File: src/rtl/irq_dispatch_if.sv
// Signal bundle between the interrupt queue controller / core (master side)
// and the irq_dispatch responder (slave side).
interface irq_dispatch_if #(
    parameter int ADDR_W = 15
);
    logic              irq1;
    logic              irq2;
    logic              irq3;
    logic              eirq;
    logic [ADDR_W-1:0] pc;
    logic              boundary;
    logic              ien;
    logic              reti;
    logic              mask_we;
    logic [6:0]        mask_wdata;
    logic              jump;
    logic [ADDR_W-1:0] jump_addr;
    logic              ret_valid;
    logic [ADDR_W-1:0] ret_addr;
    logic              active;
    logic [2:0]        cur_irq;
    logic              err;

    modport master (
        output irq1, irq2, irq3, pc, boundary, ien, reti, mask_we, mask_wdata,
        input  eirq, jump, jump_addr, ret_valid, ret_addr, active, cur_irq, err
    );

    modport slave (
        input  irq1, irq2, irq3, pc, boundary, ien, reti, mask_we, mask_wdata,
        output eirq, jump, jump_addr, ret_valid, ret_addr, active, cur_irq, err
    );
endinterface

File: src/rtl/irq_dispatch.sv
// Interrupt code receiver: pending/mask bitmap, vector redirect with priority
// nesting, and a return-PC / priority stack unwound on reti.
module irq_dispatch #(
    parameter int                ADDR_W    = 15,
    parameter logic [ADDR_W-1:0] VEC_BASE  = ADDR_W'(16'h0010),
    parameter int                VEC_SHIFT = 2,
    parameter int                DEPTH     = 4,
    parameter logic [6:0]        MASK_RST  = 7'h7F
) (
    input logic           clk,
    input logic           rst,
    irq_dispatch_if.slave bus
);
    localparam int CNT_W = $clog2(DEPTH + 1);
    localparam int IDX_W = (DEPTH > 1) ? $clog2(DEPTH) : 1;

    typedef enum logic [1:0] {S_IDLE, S_JUMP, S_ACTIVE} state_t;

    state_t            state, state_nx;
    logic [2:0]        code, best, cur;
    logic [6:0]        mask, pending, set_bits, clr_bits;
    logic [CNT_W-1:0]  count;
    logic [IDX_W-1:0]  push_idx, top_idx;
    logic [ADDR_W-1:0] stk_pc   [DEPTH];
    logic [2:0]        stk_code [DEPTH];
    logic [ADDR_W-1:0] vec_q, ret_q;
    logic              eirq_q, ret_valid_q, err_q;
    logic              stack_empty, stack_full, dispatch, do_ret;

    assign code        = {bus.irq3, bus.irq2, bus.irq1};
    assign stack_empty = (count == '0);
    assign stack_full  = (count == CNT_W'(DEPTH));
    assign push_idx    = IDX_W'(count);
    assign top_idx     = IDX_W'(count - CNT_W'(1));

    always_comb begin
        // NOTE: combinational blocks use blocking '=' and default every output first, so no latch is inferred.
        best     = '0;
        set_bits = '0;
        for (int k = 1; k <= 7; k++) begin
            if (pending[k-1] && mask[k-1]) best = 3'(k);
            set_bits[k-1] = (code == 3'(k));
        end
    end

    // A masked request stays in pending; only eligibility is gated by the mask.
    assign dispatch = (state != S_JUMP) && bus.boundary && bus.ien && (best > cur)
                      && !stack_full && !bus.reti;
    assign do_ret   = bus.reti && !stack_empty;

    always_comb begin
        clr_bits = '0;
        for (int k = 1; k <= 7; k++) clr_bits[k-1] = dispatch && (best == 3'(k));
    end

    always_ff @(posedge clk) begin
        if (rst) state <= S_IDLE;
        else     state <= state_nx;
    end

    always_comb begin
        state_nx = state;
        if (do_ret)              state_nx = (count == CNT_W'(1)) ? S_IDLE : S_ACTIVE;
        else if (dispatch)       state_nx = S_JUMP;
        else if (state == S_JUMP) state_nx = S_ACTIVE;
    end

    always_comb begin
        bus.jump      = (state == S_JUMP);
        bus.jump_addr = (state == S_JUMP) ? vec_q : '0;
        bus.ret_valid = ret_valid_q;
        bus.ret_addr  = ret_valid_q ? ret_q : '0;
        bus.eirq      = eirq_q;
        bus.active    = !stack_empty;
        bus.cur_irq   = cur;
        bus.err       = err_q;
    end

    always_ff @(posedge clk) begin
        if (rst) begin
            mask        <= MASK_RST;
            pending     <= '0;
            cur         <= '0;
            count       <= '0;
            vec_q       <= '0;
            ret_q       <= '0;
            eirq_q      <= 1'b0;
            ret_valid_q <= 1'b0;
            err_q       <= 1'b0;
        end else begin
            // NOTE: sequential state uses non-blocking '<=' so every register samples pre-edge values.
            eirq_q      <= (code != 3'd0);
            ret_valid_q <= do_ret;
            pending     <= (pending & ~clr_bits) | set_bits;
            if (bus.mask_we) mask <= bus.mask_wdata;
            if (dispatch) begin
                cur   <= best;
                count <= count + CNT_W'(1);
                vec_q <= VEC_BASE + (ADDR_W'(best) << VEC_SHIFT);
            end else if (do_ret) begin
                cur   <= stk_code[top_idx];
                count <= count - CNT_W'(1);
                ret_q <= stk_pc[top_idx];
            end else if (bus.reti) begin
                err_q <= 1'b1;
            end
        end
    end

    // NOTE: stack storage is not reset; count alone decides which entries are live.
    always_ff @(posedge clk) begin
        if (dispatch) begin
            stk_pc[push_idx]   <= bus.pc;
            stk_code[push_idx] <= cur;
        end
    end
endmodule

File: src/flat_wrapper.sv
// flat-port wrapper written by rule: the top's interface ports become plain ports
module irq_dispatch_flat 
#(
    parameter int                ADDR_W    = 15,
    parameter logic [ADDR_W-1:0] VEC_BASE  = ADDR_W'(16'h0010),
    parameter int                VEC_SHIFT = 2,
    parameter int                DEPTH     = 4,
    parameter logic [6:0]        MASK_RST  = 7'h7F
)
  (clk, rst, bus_irq1, bus_irq2, bus_irq3, bus_pc, bus_boundary, bus_ien, bus_reti, bus_mask_we, bus_mask_wdata, bus_eirq, bus_jump, bus_jump_addr, bus_ret_valid, bus_ret_addr, bus_active, bus_cur_irq, bus_err);
  irq_dispatch_if #(.ADDR_W(ADDR_W)) bus_i ();
  input logic clk;
  input logic rst;
  input wire logic [$bits(bus_i.irq1)-1:0] bus_irq1;
  input wire logic [$bits(bus_i.irq2)-1:0] bus_irq2;
  input wire logic [$bits(bus_i.irq3)-1:0] bus_irq3;
  input wire logic [$bits(bus_i.pc)-1:0] bus_pc;
  input wire logic [$bits(bus_i.boundary)-1:0] bus_boundary;
  input wire logic [$bits(bus_i.ien)-1:0] bus_ien;
  input wire logic [$bits(bus_i.reti)-1:0] bus_reti;
  input wire logic [$bits(bus_i.mask_we)-1:0] bus_mask_we;
  input wire logic [$bits(bus_i.mask_wdata)-1:0] bus_mask_wdata;
  output wire logic [$bits(bus_i.eirq)-1:0] bus_eirq;
  output wire logic [$bits(bus_i.jump)-1:0] bus_jump;
  output wire logic [$bits(bus_i.jump_addr)-1:0] bus_jump_addr;
  output wire logic [$bits(bus_i.ret_valid)-1:0] bus_ret_valid;
  output wire logic [$bits(bus_i.ret_addr)-1:0] bus_ret_addr;
  output wire logic [$bits(bus_i.active)-1:0] bus_active;
  output wire logic [$bits(bus_i.cur_irq)-1:0] bus_cur_irq;
  output wire logic [$bits(bus_i.err)-1:0] bus_err;
  assign bus_i.irq1 = bus_irq1;
  assign bus_i.irq2 = bus_irq2;
  assign bus_i.irq3 = bus_irq3;
  assign bus_i.pc = bus_pc;
  assign bus_i.boundary = bus_boundary;
  assign bus_i.ien = bus_ien;
  assign bus_i.reti = bus_reti;
  assign bus_i.mask_we = bus_mask_we;
  assign bus_i.mask_wdata = bus_mask_wdata;
  assign bus_eirq = bus_i.eirq;
  assign bus_jump = bus_i.jump;
  assign bus_jump_addr = bus_i.jump_addr;
  assign bus_ret_valid = bus_i.ret_valid;
  assign bus_ret_addr = bus_i.ret_addr;
  assign bus_active = bus_i.active;
  assign bus_cur_irq = bus_i.cur_irq;
  assign bus_err = bus_i.err;
  irq_dispatch #(.ADDR_W(ADDR_W), .VEC_BASE(VEC_BASE), .VEC_SHIFT(VEC_SHIFT), .DEPTH(DEPTH), .MASK_RST(MASK_RST)) u_core (.clk(clk), .rst(rst), .bus(bus_i));
endmodule
File: config.mk
export PLATFORM = sky130hd
export DESIGN_NAME = irq_dispatch_flat
export DESIGN_NICKNAME = d
export VERILOG_FILES = /design/src/rtl/irq_dispatch_if.sv /design/src/rtl/irq_dispatch.sv /design/src/flat_wrapper.sv
export SDC_FILE = /design/constraint.sdc
export NUM_CORES = 1
export LEC_CHECK = 0
export BUFFER_PORTS_ARGS = -buffer_cell sky130_fd_sc_hd__buf_2
export CELL_PAD_IN_SITES_DETAIL_PLACEMENT = 1
export CELL_PAD_IN_SITES_GLOBAL_PLACEMENT = 2
export CORE_AREA = 2 2 121 123
export CTS_CLUSTER_SIZE = 40
export DETAILED_ROUTE_END_ITERATION = 10
export DIE_AREA = 0 0 123 125
export PLACE_DENSITY = 0.79
export SLEW_MARGIN = 10
export SYNTH_ARGS = -nofsm -noshare
export SYNTH_HDL_FRONTEND = slang
export SYNTH_SLANG_ARGS = --single-unit
export TNS_END_PERCENT = 1
File: constraint.sdc
create_clock -name clk -period 7 [get_ports clk]
set_input_delay 1.05 -clock clk [delete_from_list [all_inputs] [get_ports clk]]
set_output_delay 1.05 -clock clk [all_outputs]
set_load 0.03 [all_outputs]
# == After elaboration in Yosys (flattened, before gate mapping) ==
# Memory sizes are Yosys's and may differ from the RTL's. A register that Yosys moved wholly into a read port is not among the register bits.
# Cells that the tools add are included.
# classes
n_reduce_logical,29
eq_ne,18
magnitude_cmp,1
n_bitwise,5
muxes,19
addsub,3
# ops
cell,n
$mux 15,2
$mux 3,10
$eq 3x3->1 const B,9
$logic_and 1x1->1,20
$eq 3x2->1 const B,4
$eq 3x1->1 const B,3
$mux 2,4
$and 7x7->7,1
$not 7->7,1
$or 7x7->7,1
$add 5x5->6 const A,1
$reduce_bool 3->1,2
$add 3x1->3 const B,1
$gt 3x3->1,1
$logic_not 1->1,3
$logic_not 3->1,1
$mux 1,3
$reduce_and 3->1,1
$sub 3x1->3 const B,1
$eq 2x1->1 const B,1
$ne 2x1->1 const B,1
$not 1->1,2
$reduce_and 2->1,1
$reduce_bool 2->1,1
# totals
out_inout_bits,38
mem_bits_rw,72
word_cells,86
n_memories,2
register_bits,40
# mem_list
memory,words,word_bits,read_ports,rd_ports_with_merged_regs,write_ports,line,rtl
u_core.stk_pc,4,15,1,1,1,irq_dispatch.sv:24,logic [ADDR_W-1:0] stk_pc [DEPTH];
u_core.stk_code,4,3,1,0,1,irq_dispatch.sv:25,logic [2:0] stk_code [DEPTH];

# == Logic depth before layout (Yosys ltp) ==
# depth
word_depth,16
mapped_depth,9

# == Least setup slack after synthesis ==
# No wires, ideal clock.
# synth_timing
path_type,register -> register
startpoint,reg u_core.mask[5]
endpoint,mem u_core.stk_code[0][0] (enable)
period_less_slack_ps,2778
setup_slack_ps,4222
t_arrival_ps,2402
setup_ps,376
path_buffers,1
stages_incl_launch_ff,9
cell_sequence,dfxtp_1 -> nand2_1 -> a32o_1 -> a31oi_1 -> ha_1 -> nand3_1 -> and4b_1 -> clkbuf_1 -> and3_1
# synth_between
elab_chain_cells,9
# synth_rtl
item,line,rtl
"start, declared",irq_dispatch.sv:21,"logic [6:0] mask, pending, set_bits, clr_bits;"
"start signal, assigned",irq_dispatch.sv:95,if (bus.mask_we) mask <= bus.mask_wdata;
$logic_and 1x1->1,irq_dispatch.sv:41,if (pending[k-1] && mask[k-1]) best = 3'(k);
$mux 3 (2 in series),irq_dispatch.sv:41,
$gt 3x3->1,irq_dispatch.sv:47,assign dispatch = (state != S_JUMP) && bus.boundary && bus.ien && (best > cur)
$logic_and 1x1->1,irq_dispatch.sv:47,
$logic_and 1x1->1 (2 in series),irq_dispatch.sv:48,&& !stack_full && !bus.reti;
$mux 1,irq_dispatch.sv:112,if (dispatch) begin
$mux 1 (not written as such),irq_dispatch.sv:114,stk_code[push_idx] <= cur;
"end, declared",irq_dispatch.sv:25,
# No other way between the ends.

# == Worst setup path after layout ==
# layout_timing
startpoint,reg u_core.pending[5]
endpoint,mem u_core.stk_pc[1][10] (enable)
# layout_between
elab_chain_cells,9
# layout_rtl
item,line,rtl
"start, declared",irq_dispatch.sv:21,
"start signal, assigned",irq_dispatch.sv:94,pending <= (pending & ~clr_bits) | set_bits;
$logic_and 1x1->1,irq_dispatch.sv:41,
$mux 3 (2 in series),irq_dispatch.sv:41,
named net u_core.best[1],irq_dispatch.sv:20,"logic [2:0] code, best, cur;"
$gt 3x3->1,irq_dispatch.sv:47,
$logic_and 1x1->1,irq_dispatch.sv:47,
$logic_and 1x1->1 (2 in series),irq_dispatch.sv:48,
$mux 1,irq_dispatch.sv:112,
$mux 1 (not written as such),irq_dispatch.sv:113,stk_pc[push_idx] <= bus.pc;
"end, declared",irq_dispatch.sv:24,
# The timed path passes the listed nets, and every way through them passes these cells.

==> results.txt <==
----------------------------------------------------
[Clock tree]
  Number of buffers added for setup after CTS ... 0
  Clock transition time at the flip-flop clock pins of the worst setup and hold paths ... 60 ps
  Number of gates resized after CTS ... 0
  H-tree levels ... 4
  Hold Buf Count CTS ... 0
  CTS tree ... built
  Worst skew pair latency ... 420 ps
  Sink count of the clock tree ... 116
  Total CTS buffers ... 17
  Root Driver ... sky130_fd_sc_hd__clkbuf_16
  Worst-case clock buffer depth ... 2

[Power and ir drop]
  Total power density per cell area ... 404 nW/um2
  Peak supply drop ... 0.184 mV
  Leak pwr ... 2.17 nW

[Logic synthesis]
  Synthesized-area fraction occupied by xor and xnor cells ... 0%
  Post-synthesis instance area ... 4810 um2
  Synth async-reset ratio ... 0%
  Number of instances in the synthesized netlist ... 362
  Distinct cell type count after synthesis ... 54
  Register bit count reported by yosys ... 116
  Dominant combinational cell family by area after synthesis ... simple AND/OR/NAND/NOR gates
  Proportion of synthesized area in mux cells ... 10.1%
  Sequential share of the synthesized area ... 63.2%
  Per-instance average area after synthesis ... 13.3 um2
  EDFF count, synth ... 72
  Most area-consuming cells after synthesis ... sky130_fd_sc_hd__edfxtp_1, sky130_fd_sc_hd__dfxtp_1, sky130_fd_sc_hd__mux4_2, sky130_fd_sc_hd__nand2_1, sky130_fd_sc_hd__a21oi_1
  Fraction of the mapped netlist area in compound gates ... 9.15%
  Cell type with the highest aggregate area in the netlist ... sky130_fd_sc_hd__edfxtp_1
  Post-synthesis simple-gate area fraction ... 11.5%
  Adder-cell area share of the yosys netlist ... 2.08%
  Post-synth top area share ... 44.9%
  Primary flip-flop cell chosen by synthesis mapping ... sky130_fd_sc_hd__edfxtp_1
  Warnings, synthesis ... 0

[Drt]
  Number of iterations in the first detailed-routing pass ... 4
  DR vias ... 3144
  Total Routed Length ... 11200 um
  Iteration-0 DRC Markers ... 161
  Via-per-instance ratio ... 5.10
  Post-route ant nets ... 0
  DRC violations left ... 0
  Average wire length per cell after detail routing ... 18.1 um

[Critical path]
  Critical path start-end classification ... register to register
  Setup slack, reg-to-reg ... 3510 ps
  Signal arrival time at the worst endpoint ... 3510 ps
  Most frequent cell on the critical path ... sky130_fd_sc_hd__o21ai_0
  Worst stage delay on the critical path ... 980 ps
  Highest fanout seen on the critical path ... 18
  Sum of buffers and inverters on the critical path ... 0
  WP data required ... 7030 ps
  Critical path startpoint category ... register
  Crit end category ... register
  Critical path's slowest cell ... sky130_fd_sc_hd__and3_1
  Sequence of cells on the critical path ... a22oi_4 > o21ai_0 > ha_1 > nand2_1 > o21ai_0 > and3_1
  Top cell family by delay on the critical path ... compound AO/OA/AOI/OAI gates

[Floorplan]
  Ports ... 69
  CORE AREA ... 14200 um2
  Die X-Extent ... 123 um
  Count of standard-cell rows ... 44
  Die footprint ... 15400 um2
  Die extent in y ... 125 um
  Initial Utilization ... 33.9%

[Final layout]
  Leading cell type in the layout, fill and taps excluded ... sky130_fd_sc_hd__edfxtp_1
  Fill count ... 1520
  Layout overhead on the synthesized area ... 21.5%
  Number of standard cells in the layout, taps in and fillers out ... 617
  Commonest cells after routing, fill and taps aside ... sky130_fd_sc_hd__edfxtp_1, sky130_fd_sc_hd__buf_2, sky130_fd_sc_hd__nand2_1, sky130_fd_sc_hd__dfxtp_1, sky130_fd_sc_hd__a21oi_1
  Fraction of final layout cells with drive strength greater than 1 ... 27.0%
  Diodes inserted ... 0
  Nets ... 459

[Hold path]
  Min-delay worst type ... register to register

[Global routing]
  Antenna violations before repair ... 0
  Wire length of the first global-routing pass ... 18100 um
  Met1 capacity usage during global routing ... 20.5%
  Number of global-route vias before repair ... 3377
  Largest net degree at the start of global routing ... 40
  Met2 Track Usage GR ... 24.5%
  Final global-route overflow total ... 0
  Fraction of met3 tracks used by global routing ... 4.38%
  Layer with the highest usage ... met2
  GRT Util Overall ... 15.7%

[Placed design]
  Pre-CTS setup slack ... 3490 ps
  Global placement routability congestion ... 0.812
  Inst Count DP ... 585
  DP Wirelength ... 7260 um
  Number of buffers added on ports ... 57

[STA]
  Total Neg Setup Slack ... 0 ps
  Worst slew slack as a fraction of its limit ... 26.7%
  Pin slew with the least headroom to its limit ... 1090 ps
  Clock period minus final worst setup slack ... 3490 ps
  Final hold vios ... 0
  Worst clock skew ... 14.0 ps
  Tcrit/Tclk final ... 49.8%
  Unrepaired setup endpoints after global routing ... no
  # setup viols final ... 0
  Pins Over Slew Limit ... 0
  Fmax ... 287 MHz
  Setup ws final ... 3510 ps

[Run]
  Max Cap Viol ... 0

[Outcome]
  Outcome ... completed

----------------------------------------------------
[layer usage]
metal	wire, um	part of all wire, %
met5	0	0
met4	242	2.2
met3	588	5.3
met2	5490	49
met1	4860	43
[worst reg2reg max path, delay by kind of cell, from the launching register on]
family                   cells  cell delay [ps]
AO/OA/AOI/OAI                3             1330
AND/OR/NAND/NOR              2             1050
flip-flops                   1              350
adder cells (fa/ha/maj)      1              360
[synth_stat cells (2+ instances only)]
| master | n |
|---|---|
| sky130_fd_sc_hd__a21oi_1 | 27 |
| sky130_fd_sc_hd__and2_1 | 20 |
| sky130_fd_sc_hd__inv_1 | 8 |
| sky130_fd_sc_hd__a32o_1 | 3 |
| sky130_fd_sc_hd__and3_1 | 4 |
| sky130_fd_sc_hd__nand4b_1 | 2 |
| sky130_fd_sc_hd__a211oi_1 | 2 |
| sky130_fd_sc_hd__nand3_1 | 6 |
| sky130_fd_sc_hd__buf_2 | 2 |
| sky130_fd_sc_hd__o311ai_0 | 2 |
| sky130_fd_sc_hd__ha_1 | 8 |
| sky130_fd_sc_hd__o31ai_1 | 2 |
| sky130_fd_sc_hd__mux4_2 | 18 |
| sky130_fd_sc_hd__nor3_1 | 3 |
| sky130_fd_sc_hd__buf_1 | 2 |
| sky130_fd_sc_hd__o21ai_0 | 6 |
| sky130_fd_sc_hd__mux2i_1 | 7 |
| sky130_fd_sc_hd__nand2_1 | 51 |
| sky130_fd_sc_hd__edfxtp_1 | 72 |
| sky130_fd_sc_hd__dfxtp_1 | 44 |
| sky130_fd_sc_hd__o22ai_1 | 2 |
| sky130_fd_sc_hd__clkbuf_1 | 15 |
| sky130_fd_sc_hd__a311o_1 | 2 |
| sky130_fd_sc_hd__a31o_2 | 2 |
| sky130_fd_sc_hd__o211ai_1 | 2 |
| sky130_fd_sc_hd__nor2_1 | 9 |
| sky130_fd_sc_hd__a31oi_1 | 4 |
| sky130_fd_sc_hd__buf_4 | 11 |
[power breakdown]
part           internal (W)  total [W]  switching (W)
sequential         0.000807   0.000857      0.0000496
combinational      0.000227   0.000595       0.000368
clock              0.000571   0.000911       0.000340
[state kept, by name, summed over array words and instances, names as in the netlist]
register and count:
u_core.stk_pc 60, u_core.vec_q 4, u_core.state 2, u_core.ret_q 15
u_core.count 3, u_core.stk_code 12, u_core.mask 7, u_core.pending 7
u_core.bus.cur_irq 3, u_core.bus.err 1, u_core.bus.eirq 1, u_core.bus.ret_valid 1
[area by class of cell]
class / instances / area [um2] / share of cell area (%)
sequential: 116 / 3040 / 52.0
tap: 184 / 230 / 3.94
inverter: 8 / 30.0 / 0.513
clock inverter: 15 / 196 / 3.36
multi-input combinational: 218 / 1620 / 27.7
timing repair buffer: 59 / 300 / 5.13
clock buffer: 17 / 425 / 7.27
[worst paths after layout]
path                startpoint              endpoint  cells past startpoint
max reg2reg  u_core.pending[5]  u_core.stk_pc[1][10]                      6
min           u_core.ret_q[10]      u_core.ret_q[10]                      2
min reg2reg   u_core.ret_q[10]      u_core.ret_q[10]                      2
max          u_core.pending[5]  u_core.stk_pc[1][10]                      6
[per-stage QoR]
| step | hold slack (ps) | util [%] | total power (W) | cell area, um2 |
|---|---|---|---|---|
| 6_report | 451 | 41.2 | 0.00236 | 5850 |
| 5_1_grt | 476 | 41.2 | 0.00248 | 5850 |
| 4_1_cts | 452 | 41.2 | 0.00239 | 5850 |
| 3_5_place_dp | 444 | 36.8 | 0.00147 | 5230 |
| 3_3_place_gp | 439 | 36.8 | 0.00145 | 5230 |
| 2_1_floorplan | 432 | - | 0.00131 | 4850 |
[cell families (layout without fill, tap and decap cells)]
kind of cell,Yosys count,after routing
AO/OA/AOI/OAI,65,65
adder cells (fa/ha/maj),8,8
buffers and inverters,38,99
flip-flops,116,116
multiplexers,26,26
other,1,11
AND/OR/NAND/NOR,108,108
Note: power is estimated with default switching activity, not from simulation.
